<file path="config.mk">
export PLATFORM = sky130hd
export DESIGN_NAME = conv_ctrl_seq
export DESIGN_NICKNAME = d
export VERILOG_FILES = /design/src/rtl/conv_ctrl_pkg.sv /design/src/rtl/conv_ctrl_seq_apb_xfer.sv /design/src/rtl/conv_ctrl_seq.sv
export SDC_FILE = /design/constraint.sdc
export NUM_CORES = 1
export LEC_CHECK = 0
export ABC_AREA = 0
export CELL_PAD_IN_SITES_DETAIL_PLACEMENT = 0
export CELL_PAD_IN_SITES_GLOBAL_PLACEMENT = 1
export CORE_AREA = 2 2 132 167
export DETAILED_ROUTE_END_ITERATION = 10
export DIE_AREA = 0 0 134 169
export GPL_TIMING_DRIVEN = 0
export PLACE_DENSITY_LB_ADDON = 0.2
export SLEW_MARGIN = 20
export SYNTH_ARGS = -nofsm -noshare
export SYNTH_HDL_FRONTEND = slang
export SYNTH_SLANG_ARGS = --single-unit
</file>
<file path="constraint.sdc">
create_clock -name clk -period 4.05 [get_ports clk]
set_clock_uncertainty 0.15 [all_clocks]
set_input_delay 0.81 -clock clk [delete_from_list [all_inputs] [get_ports clk]]
set_output_delay 0.81 -clock clk [all_outputs]
set_load 0.005 [all_outputs]
</file>
<file path="src/rtl/conv_ctrl_pkg.sv">
// Shared encodings for the conv-layer APB sequencer: states, steps, register map, error codes.
package conv_ctrl_pkg;

   typedef enum logic [2:0] {
      ST_IDLE,
      ST_SETUP,
      ST_ACCESS,
      ST_GAP,
      ST_FIN,
      ST_FAIL
   } state_t;

   typedef enum logic [1:0] {
      STEP_CFG0 = 2'd0,
      STEP_CFG1 = 2'd1,
      STEP_CMD  = 2'd2,
      STEP_STAT = 2'd3
   } step_t;

   localparam logic [31:0] ADDR_COMMAND = 32'h0000_0000;
   localparam logic [31:0] ADDR_STATUS  = 32'h0000_0004;
   localparam logic [31:0] ADDR_CONFIG0 = 32'h0000_0008;
   localparam logic [31:0] ADDR_CONFIG1 = 32'h0000_000C;

   localparam logic [31:0] CMD_START = 32'h0000_0001;

   localparam logic [1:0] ERR_NONE    = 2'b00;
   localparam logic [1:0] ERR_PSLVERR = 2'b01;
   localparam logic [1:0] ERR_TIMEOUT = 2'b10;

   function automatic logic [31:0] step_addr(step_t s);
      case (s)
         STEP_CFG0: step_addr = ADDR_CONFIG0;
         STEP_CFG1: step_addr = ADDR_CONFIG1;
         STEP_CMD:  step_addr = ADDR_COMMAND;
         default:   step_addr = ADDR_STATUS;
      endcase
   endfunction

endpackage

</file>
<file path="src/rtl/conv_ctrl_seq_apb_xfer.sv">
// Single APB master transfer: go loads SETUP, ACCESS follows, complete fires on PREADY.
module apb_xfer (
   input  logic        clk,
   input  logic        resetn,
   input  logic        go,
   input  logic [31:0] addr,
   input  logic        write,
   input  logic [31:0] wdata,
   input  logic        pready,
   output logic        psel,
   output logic        penable,
   output logic [31:0] paddr,
   output logic        pwrite,
   output logic [31:0] pwdata,
   output logic        complete
);

   assign complete = psel & penable & pready;

   // A go on the completion cycle starts the next SETUP directly (back-to-back).
   always_ff @(posedge clk or negedge resetn) begin
      if (!resetn) begin
         psel    <= 1'b0;
         penable <= 1'b0;
         paddr   <= '0;
         pwrite  <= 1'b0;
         pwdata  <= '0;
      end else if (go) begin
         psel    <= 1'b1;
         penable <= 1'b0;
         paddr   <= addr;
         pwrite  <= write;
         pwdata  <= write ? wdata : 32'h0;
      end else if (psel && !penable) begin
         penable <= 1'b1;
      end else if (complete) begin
         psel    <= 1'b0;
         penable <= 1'b0;
      end
   end

endmodule

</file>
<file path="src/rtl/conv_ctrl_seq.sv">
// Runs one conv layer over APB: write CONFIG0/1, write COMMAND, poll STATUS until done or timeout.
module conv_ctrl_seq
   import conv_ctrl_pkg::*;
#(
   parameter int POLL_GAP    = 16,
   parameter int TIMEOUT_CYC = 1000000
) (
   input  logic        clk,
   input  logic        resetn,
   input  logic        start,
   input  logic [31:0] cfg0,
   input  logic [31:0] cfg1,
   output logic        busy,
   output logic        done,
   output logic        error,
   output logic [1:0]  err_code,
   output logic [31:0] status_q,
   output logic [31:0] paddr,
   output logic        psel,
   output logic        penable,
   output logic        pwrite,
   output logic [31:0] pwdata,
   input  logic [31:0] prdata,
   input  logic        pready,
   input  logic        pslverr
);

   localparam int GAP_W = (POLL_GAP > 1) ? $clog2(POLL_GAP) : 1;
   localparam logic [GAP_W-1:0] GAP_LAST = GAP_W'(POLL_GAP - 1);
   localparam logic [31:0] TMO_LIM = 32'(TIMEOUT_CYC);

   state_t           state_reg;
   step_t            step_reg;
   step_t            go_step;
   logic [31:0]      cfg0_reg;
   logic [31:0]      cfg1_reg;
   logic [GAP_W-1:0] gap_cnt_reg;
   logic [31:0]      tmo_cnt_reg;
   logic             tmo_run_reg;
   logic             xfer_go;
   logic [31:0]      xfer_wdata;
   logic             complete;
   logic             tmo_hit;
   logic             gap_end;

   assign tmo_hit = (tmo_cnt_reg >= TMO_LIM);
   assign gap_end = (gap_cnt_reg == GAP_LAST);

   always_comb begin
      xfer_go = 1'b0;
      go_step = step_reg;
      case (state_reg)
         ST_IDLE: begin
            if (start) begin
               xfer_go = 1'b1;
               go_step = STEP_CFG0;
            end
         end
         ST_ACCESS: begin
            if (complete && !pslverr && (step_reg == STEP_CFG0 || step_reg == STEP_CFG1)) begin
               xfer_go = 1'b1;
               go_step = step_t'(step_reg + 2'd1);
            end
         end
         ST_GAP: begin
            if (!tmo_hit && gap_end) begin
               xfer_go = 1'b1;
               go_step = STEP_STAT;
            end
         end
         default: ;
      endcase
   end

   // CONFIG0 goes out in the same cycle START is accepted, before cfg0_reg is loaded.
   always_comb begin
      xfer_wdata = 32'h0;
      case (go_step)
         STEP_CFG0: xfer_wdata = (state_reg == ST_IDLE) ? cfg0 : cfg0_reg;
         STEP_CFG1: xfer_wdata = cfg1_reg;
         STEP_CMD:  xfer_wdata = CMD_START;
         default:   xfer_wdata = 32'h0;
      endcase
   end

   apb_xfer u_xfer (
      .clk      (clk),
      .resetn   (resetn),
      .go       (xfer_go),
      .addr     (step_addr(go_step)),
      .write    (go_step != STEP_STAT),
      .wdata    (xfer_wdata),
      .pready   (pready),
      .psel     (psel),
      .penable  (penable),
      .paddr    (paddr),
      .pwrite   (pwrite),
      .pwdata   (pwdata),
      .complete (complete)
   );

   always_ff @(posedge clk or negedge resetn) begin
      if (!resetn) begin
         state_reg   <= ST_IDLE;
         step_reg    <= STEP_CFG0;
         cfg0_reg    <= '0;
         cfg1_reg    <= '0;
         gap_cnt_reg <= '0;
         tmo_cnt_reg <= '0;
         tmo_run_reg <= 1'b0;
         busy        <= 1'b0;
         done        <= 1'b0;
         error       <= 1'b0;
         err_code    <= ERR_NONE;
         status_q    <= '0;
      end else begin
         if (xfer_go) step_reg <= go_step;
         if (tmo_run_reg && tmo_cnt_reg != 32'hFFFF_FFFF) tmo_cnt_reg <= tmo_cnt_reg + 32'd1;
         case (state_reg)
            ST_IDLE: begin
               if (start) begin
                  cfg0_reg  <= cfg0;
                  cfg1_reg  <= cfg1;
                  error     <= 1'b0;
                  err_code  <= ERR_NONE;
                  busy      <= 1'b1;
                  state_reg <= ST_SETUP;
               end
            end
            ST_SETUP: state_reg <= ST_ACCESS;
            ST_ACCESS: begin
               if (complete) begin
                  if (pslverr) begin
                     error     <= 1'b1;
                     err_code  <= ERR_PSLVERR;
                     busy      <= 1'b0;
                     state_reg <= ST_FAIL;
                  end else begin
                     case (step_reg)
                        STEP_CFG0, STEP_CFG1: state_reg <= ST_SETUP;
                        STEP_CMD: begin
                           tmo_cnt_reg <= '0;
                           tmo_run_reg <= 1'b1;
                           gap_cnt_reg <= '0;
                           state_reg   <= ST_GAP;
                        end
                        default: begin
                           status_q <= prdata;
                           if (prdata[0]) begin
                              done      <= 1'b1;
                              busy      <= 1'b0;
                              state_reg <= ST_FIN;
                           end else begin
                              gap_cnt_reg <= '0;
                              state_reg   <= ST_GAP;
                           end
                        end
                     endcase
                  end
               end
            end
            ST_GAP: begin
               if (tmo_hit) begin
                  error     <= 1'b1;
                  err_code  <= ERR_TIMEOUT;
                  busy      <= 1'b0;
                  state_reg <= ST_FAIL;
               end else if (gap_end) begin
                  state_reg <= ST_SETUP;
               end else begin
                  gap_cnt_reg <= gap_cnt_reg + 1'b1;
               end
            end
            ST_FIN: begin
               done        <= 1'b0;
               tmo_run_reg <= 1'b0;
               state_reg   <= ST_IDLE;
            end
            ST_FAIL: begin
               tmo_run_reg <= 1'b0;
               state_reg   <= ST_IDLE;
            end
            default: state_reg <= ST_IDLE;
         endcase
      end
   end

endmodule

</file>
==> results of run 1 <==
[per-layer routing]
metal	vias to the layer above	wire, um
li1	3418	-
met1	3344	9310
met2	152	11600
met3	15	952
met4	0	280
met5	-	0
[critical path: stages]
cell	delay, ns
clkdlybuf4s50_1	0.53
nand3_1	0.29
or2_2	0.43
o21ai_1	0.44
nor2_1	0.28
clkbuf_1	0.34
a22o_1	0.31
[metrics by stage]
step	hold WS, ns	setup slack [ns]	power [W]	instance area (sq um)	utilization [%]
after floorplan	0.295	1.52	0.00457	8620	-
after CTS	0.137	0.761	0.00740	11400	53.8
after global routing	0.151	0.638	0.00787	11400	53.8
after detailed placement	0.312	0.329	0.00574	10800	51.1
after global placement	0.307	-5.92	0.00569	10700	50.8
final	0.129	0.786	0.00731	11400	53.8
[kinds of logic (layout without fill, tap and decap cells)]
group                      count (synthesis)  after routing
buffers and inverters                     93            301
AOI/OAI and AO/OA                        146            146
xor gates and xnor gates                  16             16
DFF                                      179            179
adders and majority gates                  7              7
other                                      1             30
muxes                                     66             66
and+or+nand+nor                          371            371
[power groups by stage]
stage	sequential, W	clock [W]	combinational [W]
2_1_floorplan	0.00283	0	0.00174
3_3_place_gp	0.00292	0	0.00277
3_5_place_dp	0.00292	0	0.00282
4_1_cts	0.00290	0.00167	0.00284
5_1_grt	0.00299	0.00174	0.00314
6_report	0.00290	0.00162	0.00279
[layout by cell type (no fill, tap or decap), drive strengths merged, types with 3 or more instances in the layout]
| cell type | n |
|---|---|
| a211oi | 4 |
| a21oi | 22 |
| a22o | 32 |
| a31oi | 6 |
| and2 | 4 |
| and3 | 10 |
| and4 | 10 |
| buf | 40 |
| clkbuf | 59 |
| clkdlybuf4s50 | 173 |
| clkinv | 10 |
| conb | 30 |
| dfrtp | 179 |
| ha | 7 |
| inv | 18 |
| mux2 | 31 |
| mux2i | 35 |
| nand2 | 249 |
| nand3 | 17 |
| nand4 | 9 |
| nor2 | 35 |
| nor3 | 5 |
| nor4 | 8 |
| o211a | 3 |
| o211ai | 3 |
| o21a | 5 |
| o21ai | 45 |
| o31ai | 7 |
| or3 | 7 |
| or4 | 7 |
| xnor2 | 15 |
[layout make-up]
| cell class | count | area share (%) |
|---|---|---|
| plain buffers | 79 | 3.70 |
| multi-input cells | 636 | 32.3 |
| clock buffers | 17 | 3.75 |
| well taps | 279 | 3.08 |
| repair buffers | 176 | 15.9 |
| clock inverters | 15 | 1.34 |
| inverters | 14 | 0.463 |
| flip-flops and latches | 179 | 39.5 |
[worst paths after layout]
path / start / end / cells after the start
worst max-delay path: pready / u_xfer.paddr[3] / 7
worst min-delay path: resetn / tmo_cnt_reg[14] / 1
worst max register to register: step_reg[0] / u_xfer.paddr[3] / 8
worst min register to register: cfg1_reg[9] / cfg1_reg[9] / 2
max in group asynchronous: resetn / cfg0_reg[2] / 2
min in group clk: cfg1_reg[9] / cfg1_reg[9] / 2
==> metrics, run 1 <==
htree depth 4; maxcap violations 0; GRT Total Usage 20.1%; CP Max Fanout 10; area of the multi-input gates about 3700 sq um; number of synthesized flops with an enable pin 0; Die Ht 169 um; initial antenna violation count 0; sequential element share of the synthesized area 52.6%; fin. max-slew vios 0; worst skew pair latency 0.43 ns; clock sink total 179; sequential share of power 39.7%; Yosys top cell area share 52.6%; met1 Use GR 25.2%; Detailed Route WL 22100 um; Starting Density 40.4%; share of layout cells above drive strength 1 9.86%; leakage power approximately 5.3 nW; CORE AREA 21100 sq um; met2 Use GR a little over a third; asr flop ratio synth 100%; WP data required roughly 4.2 ns; period utilisation layout 80.6%; Non-Filler Instances 1395; Sw Ratio 36.7%; remaining antenna violation count 0; DR WL/cell 15.9 um; port buffer count 174; CP arrival about 3.4 ns; Worst slew margin 44.9%; Placed Cells 1363; Hold Vio Cnt, Final 0; dominant cell by count in the synthesized netlist nand2_1; Synth Area in XOR/XNOR 1.65%; #FFs+latches synth 179; startpoint types input pin; Worst IR Drop VDD 0.356 mV; die span in x approximately 130 um; Die ar. 22600 sq um; Post-synth top cells nand2_1, dfrtp_1, clkbuf_1; DR iter-0 viols 459; via count 6929; cts repair resizes 0; placer's final routability congestion estimate between 0.7 and 0.8; Hold Crit Class in -> async; buffer count from post-CTS setup fixing 0; register area 4480 sq um; clk slew on worst S/H paths 0.07 ns; critical path type in -> reg; GR met3 Demand/Resource 4.10%; P per Cell Area 644 nW/um^2; Mapped Cells 879; Clock Path Buffers 2; simple-gate share of the synthesized area between 10% and 20%; gr busiest metal met2; CTS tree built; post-synth top area cell dfrtp_1; Internal 0.00463 W; actual slew at the worst max-slew pin between 0.8 and 0.9 ns; top_reg_cell synth dfrtp_1; Fill cells 1961; setup violators final 0; FP Rows 60; Period minus WS final 3.26 ns; Cell variety after synth 54; first-pass iteration count of the detailed router 5; Combinational Power Share a little under two fifths; Psw around 0.0027 W; post-synthesis mux area share 8.21%; outcome completed; Ys Warns 0; global-route wire length before repair 36300 um; Max Fclk 306 MHz; Clock Root Buffer clkbuf_16; global route overflow 0; endpoint class of the critical path flip-flop; largest family of logic cells by synthesized area simple AND/OR/NAND/NOR gates; Area Growth Syn to Fin 33.3%; RSZ-0062 raised after global routing false; Compound-Gate Fraction of Synth Area a little under an eighth; Clock power frac 22.2%; Final Net Count 1211; hold buffers post-CTS 0; Post-DP HPWL 16000 um; Diodes inserted 0; Post-Synth Adder-Cell Area 1.03%; R2R setup slack 1.00 ns; pin count of the biggest net entering global routing 71; synthesized area per cell 9.69 sq um; TritonCTS buffer count 17; # IOs around 210; Via density 4.97; DR DRC count 0; vias in the first global route a little under 7000; Area contributors post-synth dfrtp_1, nand2_1, mux2i_1; cell area after synthesis 8510 sq um; Sum Neg Setup Slack 0 ns
(Power assumes the default switching activity.)
==> run 2, diff against run 1 <==
--- a/config.mk
+++ b/config.mk
@@ -8,9 +8,9 @@
 export ABC_AREA = 0
 export CELL_PAD_IN_SITES_DETAIL_PLACEMENT = 0
 export CELL_PAD_IN_SITES_GLOBAL_PLACEMENT = 1
-export CORE_AREA = 2 2 132 167
+export CORE_AREA = 2 2 137 173
 export DETAILED_ROUTE_END_ITERATION = 10
-export DIE_AREA = 0 0 134 169
+export DIE_AREA = 0 0 139 175
 export GPL_TIMING_DRIVEN = 0
 export PLACE_DENSITY_LB_ADDON = 0.2
 export SLEW_MARGIN = 20
==> constraint.sdc (replaced) <==
create_clock -name clk -period 3.2 [get_ports clk]
set_clock_uncertainty 0.15 [all_clocks]
set_input_delay 0.64 -clock clk [delete_from_list [all_inputs] [get_ports clk]]
set_output_delay 0.64 -clock clk [all_outputs]
set_load 0.005 [all_outputs]
==> run 2 against run 1 <==
Clock power grew 23%. Critical path depth is the same. Critical endpoint is now u_xfer.pwdata[1]. Final cell count grew 0.57%.
==> metrics, run 2 (synthesis gave the netlist of run 1 again) <==
clock sink total 179; actual slew at the worst max-slew pin 0.846 ns; Starting Density 37.6%; Placed Cells 1372; Clock Root Buffer clkbuf_16; total power 0.00923 W; Final Net Count roughly 1200; CP Max Fanout 10; RSZ-0062 raised after global routing false; buffer count from post-CTS setup fixing 0; Die ar. 24300 sq um; DR iter-0 viols 439; CORE AREA 22700 sq um; clk slew on worst S/H paths 0.07 ns; period utilisation layout 93.3%; GRT Total Usage 19.5%; WHS Endpoint cfg0_reg[12]; critical path type in -> reg; worst hold stages 2; htree depth 4; global-route wire length before repair 37500 um; via count 6923; Max Fclk roughly 340 MHz; Die Ht 175 um; # IOs 205; die span in x between 100 and 150 um; Setup crit start pready; CTS tree built; FP Rows 62; Clock Path Buffers 2; P per Cell Area 814 nW/um^2; FF-to-FF End u_xfer.pwdata[1]; Diodes inserted 0; initial antenna violation count 0; pin count of the biggest net entering global routing 72; maxcap violations 0; global route overflow 0; Hold Vio Cnt, Final 0; worst hold slack 0.324 ns; setup violators final 0; placer's final routability congestion estimate between 0.7 and 0.8; outcome completed; Worst IR Drop VDD approximately 0.4 mV; endpoint class of the critical path flip-flop; Period minus WS final 2.98 ns; DR DRC count 0; Hold Crit Class reg -> reg; Post-DP HPWL 16600 um; Sum Neg Setup Slack 0 ns; Non-Filler Instances 1403; R2R setup slack 0.32 ns; WP data required 3.37 ns; vias in the first global route 6877; R2R Path Start step_reg[0]; port buffer count 174; commonest cells after routing, fill and taps aside nand2_1, dfrtp_1, clkdlybuf4s50_1, clkbuf_1, o21ai_0; TritonCTS buffer count 17; most common cell after layout, fill and taps aside nand2_1; fin. max-slew vios 0; Detailed Route WL 23100 um; Final Util roughly half; worst skew pair latency 0.43 ns; hold wc startpoint cfg0_reg[12]; Via density 4.93; share of layout cells above drive strength 1 9.42%; first-pass iteration count of the detailed router 5; Area Growth Syn to Fin 33.2%; startpoint types input pin; remaining antenna violation count 0; DR WL/cell 16.5 um; leakage power 5.24 nW; Worst slew margin 43.6%; CP arrival 3.15 ns; Worst R2R Path Depth 8
## run 2: final cells by class
type                    count  area, sq um
plain buffers              79          422
fillers                  2180        11300
well taps                 288          360
clock inverters             5         52.6
inverters                  14         52.6
multi-input cells         636         3670
clock buffers              25          485
repair buffers            177         1810
flip-flops and latches    179         4480
## run 2: timing repair
action,4_1_cts,5_1_grt
endpoints found under the setup margin,0,30
gates resized for setup,0,3
hold buffers,1,0
endpoints found under the hold margin,40,0
## run 2: worst max-delay path, cell delays in order
cell and delay, ns:
clkdlybuf4s50_1 0.54, nand3_1 0.29, or2_2 0.42, o21ai_1 0.45
nor2_2 0.19, clkbuf_1 0.31, a22o_1 0.32
## run 2: worst max path at each step
stage / cells past startpoint / endpoint / slack, ns
floorplan: 6 / u_xfer.pwdata[10] / 0.84
global placement: 1 / cfg0_reg[15] / -6.68
detailed placement: 7 / u_xfer.pwdata[17] / -0.33
CTS: 7 / u_xfer.pwdata[23] / 0.12
global route: 7 / u_xfer.pwdata[27] / 0.04
finish: 7 / u_xfer.pwdata[1] / 0.22
## run 2: metrics by stage
step | cell area, sq um | setup slack, ns
final | 11300 | 0.216
after global routing | 11300 | 0.0429
after CTS | 11300 | 0.124
after detailed placement | 10800 | -0.333
after global placement | 10700 | -6.68
after floorplan | 8620 | 0.840
## run 2: layer usage
metal	part of all wire (%)	vias to the layer above	GRT usage, %
li1	-	3421	-
met1	43	3344	24.5
met2	52	136	33.9
met3	4.0	22	3.95
met4	1.4	0	5.77
met5	0	-	0
## run 2: report_power, final
group | leakage (nW) | switching [W] | internal, W
logic | 2.78 | 0.00187 | 0.00168
registers | 2.20 | 0.000607 | 0.00309
clock network | 0.263 | 0.000863 | 0.00112
total | 5.24 | 0.00334 | 0.00589
